===== config.mk =====
export PLATFORM = sky130hd
export DESIGN_NAME = cmp_arbiter
export DESIGN_NICKNAME = d
export VERILOG_FILES = /design/src/rtl/cmp_arbiter.sv
export SDC_FILE = /design/constraint.sdc
export NUM_CORES = 1
export LEC_CHECK = 0
export BUFFER_PORTS_ARGS = -buffer_cell sky130_fd_sc_hd__buf_2
export CAP_MARGIN = 20
export CELL_PAD_IN_SITES_DETAIL_PLACEMENT = 0
export CELL_PAD_IN_SITES_GLOBAL_PLACEMENT = 1
export CORE_UTILIZATION = 25
export CTS_CLUSTER_SIZE = 25
export DETAILED_ROUTE_END_ITERATION = 10
export PLACE_DENSITY = 0.89
export SLEW_MARGIN = 10
export SYNTH_ARGS = -nofsm -noshare
export SYNTH_HDL_FRONTEND = slang
export SYNTH_SLANG_ARGS = --single-unit

===== constraint.sdc =====
create_clock -name clk -period 4 [get_ports clk]
set_input_delay 0.6 -clock clk [delete_from_list [all_inputs] [get_ports clk]]
set_output_delay 0.6 -clock clk [all_outputs]
set_load 0.01 [all_outputs]

===== src/rtl/cmp_arbiter.sv =====
// cmp_arbiter: one shared comparer, NREQ requesters, registered valid/ready result.
// Define CMP_ARB_RR_EN for round-robin; otherwise lowest valid index wins.

package comparer_pkg;
  localparam logic [2:0] CMP_EQ  = 3'b000;
  localparam logic [2:0] CMP_NE  = 3'b001;
  localparam logic [2:0] CMP_LT  = 3'b100;
  localparam logic [2:0] CMP_GE  = 3'b101;
  localparam logic [2:0] CMP_LTU = 3'b110;
  localparam logic [2:0] CMP_GEU = 3'b111;
endpackage

module comparer #(
  parameter int N = 32
) (
  input  logic [N-1:0] in1,
  input  logic [N-1:0] in2,
  input  logic [2:0]   cmp_type,
  output logic         out
);
  import comparer_pkg::*;

  always_comb begin
    out = 1'b0;
    case (cmp_type)
      CMP_EQ:  out = (in1 == in2);
      CMP_NE:  out = (in1 != in2);
      CMP_LT:  out = ($signed(in1) < $signed(in2));
      CMP_GE:  out = ($signed(in1) >= $signed(in2));
      CMP_LTU: out = (in1 < in2);
      CMP_GEU: out = (in1 >= in2);
      default: out = 1'b0;
    endcase
  end
endmodule

module cmp_arbiter #(
  parameter int N    = 32,
  parameter int NREQ = 2,
  parameter int IDW  = (NREQ > 1) ? $clog2(NREQ) : 1
) (
  input  logic              clk,
  input  logic              rst_n,
  input  logic [NREQ-1:0]   req_valid,
  output logic [NREQ-1:0]   req_ready,
  input  logic [3*NREQ-1:0] req_type,
  input  logic [N*NREQ-1:0] req_in1,
  input  logic [N*NREQ-1:0] req_in2,
  output logic              rsp_valid,
  input  logic              rsp_ready,
  output logic [IDW-1:0]    rsp_id,
  output logic              rsp_out
);
  import comparer_pkg::*;

  logic              free;
  logic              gnt_vld;
  logic              accept;
  logic              cmp_out;
  logic [IDW-1:0]    ptr;
  logic [IDW-1:0]    gnt;
  logic [2*NREQ-1:0] rot;
  logic [2:0]        sel_type;
  logic [N-1:0]      sel_in1;
  logic [N-1:0]      sel_in2;

  assign free   = !rsp_valid || rsp_ready;
  assign accept = gnt_vld && free && rst_n;

  // Rotate so bit 0 is the requester at ptr; first set bit wins.
  assign rot = {req_valid, req_valid} >> ptr;

  always_comb begin : arb
    int k;
    gnt_vld = 1'b0;
    gnt     = '0;
    k       = 0;
    for (int i = 0; i < NREQ; i++) begin
      if (!gnt_vld && rot[i]) begin
        gnt_vld = 1'b1;
        k       = int'(ptr) + i;
        if (k >= NREQ) k = k - NREQ;
        gnt     = IDW'(k);
      end
    end
  end

  always_comb begin
    req_ready = '0;
    for (int i = 0; i < NREQ; i++)
      req_ready[i] = accept && (gnt == IDW'(i));
  end

  always_comb begin : mux
    sel_type = req_type[2:0];
    sel_in1  = req_in1[N-1:0];
    sel_in2  = req_in2[N-1:0];
    for (int i = 1; i < NREQ; i++) begin
      if (gnt == IDW'(i)) begin
        sel_type = req_type[3*i +: 3];
        sel_in1  = req_in1[N*i +: N];
        sel_in2  = req_in2[N*i +: N];
      end
    end
  end

  comparer #(.N(N)) u_cmp (
    .in1      (sel_in1),
    .in2      (sel_in2),
    .cmp_type (sel_type),
    .out      (cmp_out)
  );

`ifdef CMP_ARB_RR_EN
  always_ff @(posedge clk) begin
    if (!rst_n)
      ptr <= '0;
    else if (accept)
      ptr <= (gnt == IDW'(NREQ-1)) ? '0 : gnt + IDW'(1);
  end
`else
  assign ptr = '0;
`endif

  always_ff @(posedge clk) begin
    if (!rst_n) begin
      rsp_valid <= 1'b0;
      rsp_id    <= '0;
      rsp_out   <= 1'b0;
    end else if (accept) begin
      rsp_valid <= 1'b1;
      rsp_id    <= gnt;
      rsp_out   <= cmp_out;
    end else if (rsp_ready) begin
      rsp_valid <= 1'b0;
    end
  end
endmodule


==> flow_summary.yaml <==
floorplan:
  die_x_microns: 84.3
  rows: 29
  dieArea_sq_um: 7100
  io_pins: 144
  initial_core_util: 0.262
  die_h_microns: 84.3
  fp.coreArea_sq_um: 6460
synthesis:
  synth.top_cells.by_count: "nand2_1 (107), mux2i_1 (33), ha_1 (32)"
  syn_inst: 258
  synth_warnings: 0
  synth.most_common_cell: "nand2_1"
  synth_edf_count: 0
  synth-seq-area-share: 0.0355
  ys.flop_type: "dfxtp_1"
  yosys-top-cells-area: "nand2_1 (24%), ha_1 (24%), mux2i_1 (20%)"
  synth_cell_types: 32
  async_reset_ff_frac: 0
  syn-cell-area_sq_um: 1690
  synth.net_count: 429
  syn_area_per_cell_sq_um: 6.56
  ys_ff_latch: 3
  yosysTopAreaCell: "nand2_1"
  synth_top_area_frac: 0.237
clock_network:
  post_cts_resized: 0
  cts_tree: "done"
  numCtsBuffers: 3
  post-cts-setup-buffers: 0
  clk_latency_ps: 220
  htree_levels: 1
  clockBufferDepth: 2
  root_buffer: "clkbuf_8"
  clkSinkCount: 3
  postCtsHoldBufs: 0
  clkTransAtPathRegs_ps: 30
timing:
  finalSetupTns_ps: 0
  finalHoldViolCount: 0
  setup_viol_count_final: 0
  worst_slack_ps: 684
  worstMarginPinSlew_ps: 404
  max_freq_mhz: 302
  slew_violations: 0
  period_minus_slack_ps: 3320
  slew_headroom: 0.730
  min_period_over_period: 0.829
  grt_setup_unrepaired: "no"
  clock_skew_ps: 0.451
worst_setup_path:
  path_max_fanout: 42
  critical_path_class: "in -> reg"
  max_stage_delay_ps: 670
  crit_arrival_ps: 3430
  end_kind: "flop"
  crit_chain: "buf_2, nand2b_4, buf_12, mux2i_1, ha_1, a21o_1, a21o_1, a21oi_1, o211ai_1, or4_2, a21oi_1, o31ai_1"
  crit_required_ps: 4110
  cp-start-kind: "input pin"
  cp_slowest_cell: "or4_2"
drt:
  viasPerCell: 4.63
  firstDrtPassIters: 7
  vias: 2184
  postRouteAntennaNets: 0
  wl_microns: 5390
  route.detailed.wl_per_inst_microns: 11.4
  drt-initial-drc-count: 55
  drc: 21
grt:
  grt_overflow: 0
  track_usage: 0.151
  grt_pass1_vias: 2068
  antenna_found_initial: 0
  grt_pass1_wl_microns: 8800
  grt_start_max_net_pins: 43
layout:
  regArea_sq_um: 60.1
  finalNetCount: 567
  antennaDiodeCount: 0
  final_core_util: 0.394
  multiInputGateArea_sq_um: 1600
  fillers: 727
  final_cells: 472
  drive_gt1_frac: 0.397
  synthToLayoutAreaGrowth_pct: 50.4
run:
  cap_violations: 0
min_path:
  hold_class: "reg -> reg"
status:
  status: "complete, but fails checks"
  violations: "design-rule violations"
placed_design:
  port_buffers: 143
  dpl.cell_count: 468
  gp_congestion: 0.767
  place_ws_ps: 404
  post-dp-hpwl_microns: 4710
power:
  finalPower_uw: 389
  powerDensity_nw_per_um2: 153
  p_leak_nw: 1.60
  peakVddDrop_mv: 0.0580
==> cells by family (layout without fill, tap and decap cells) <==
family                   Yosys count  count (layout)  synth area share
AO/OA/AOI/OAI                     35              35             0.125
adder cells (fa/ha/maj)           32              32             0.237
buffers and inverters             13             150            0.0296
XOR/XNOR                           2               2            0.0103
multiplexers                      33              33             0.195
AND/OR/NAND/NOR                  140             140             0.368
flip-flops                         3               3            0.0355
==> registers in the layout (all words and copies together), names as in the netlist <==
name	cells
rsp_id	1
rsp_out	1
rsp_valid	1
==> power by group <==
group          total, mW  internal [mW]  switching (mW)
logic              0.262          0.134           0.128
registers         0.0337         0.0327         0.00104
clock network     0.0931         0.0684          0.0247
==> path summary, 6_finish.rpt <==
kind / depth (start not counted) / startpoint / slack (ps) / end
worst min register to register: 2 / rsp_out$_SDFFE_PN0P_ / 460 / rsp_out$_SDFFE_PN0P_
worst min-delay path: 2 / rsp_out$_SDFFE_PN0P_ / 460 / rsp_out$_SDFFE_PN0P_
worst max-delay path: 12 / req_valid[0] / 680 / rsp_out$_SDFFE_PN0P_
worst max register to register: 4 / rsp_valid$_SDFFE_PN0P_ / 2970 / rsp_out$_SDFFE_PN0P_
==> stage by stage <==
step	hold WS (ps)	instance area, sq um
2_1_floorplan	493	1690
3_3_place_gp	470	2500
3_5_place_dp	461	2500
4_1_cts	466	2550
5_1_grt	490	2550
6_report	464	2550
==> layout by cell type, fill, tap and decap left out, types with 2 or more instances in the layout <==
cell type  instances
o21ai_0            6
nor3_1             2
nand3_1            2
a221oi_1           2
nand4_1            6
a21o_1             3
xnor2_1            2
o21ai_1            2
dfxtp_1            3
or4_4              2
o211ai_1           2
clkbuf_8           3
nor2b_1            2
nand2b_1           2
ha_1              32
nor2_1             6
mux2i_1           33
nand2_1          107
a21oi_1           16
nand3b_1           4
buf_2            143
==> layer usage <==
layer  global-route usage  vias to the layer above  routed length, microns
met1                0.179                      914                    2260
met4               0.0549                        0                      87
li1                     -                     1177                       -
met3               0.0177                        8                     361
met2                0.279                       85                    2670
met5                    0                        -                       0
==> critical path: cells and delay by family <==
| family | cells | cell delay, ps |
|---|---|---|
| compound gates | 6 | 850 |
| fa+ha+maj | 1 | 280 |
| buf+inv | 2 | 400 |
| mux | 1 | 230 |
| simple gates | 2 | 1040 |
==> area by class of cell <==
type,instances,area share
Inverter,1,0.00147
Sequential cell,3,0.0236
Tap cell,77,0.0378
Clock buffer,4,0.0177
Timing Repair Buffer,145,0.292
Multi-Input combinational cell,242,0.628
Power figures use the tool's default switching activity.
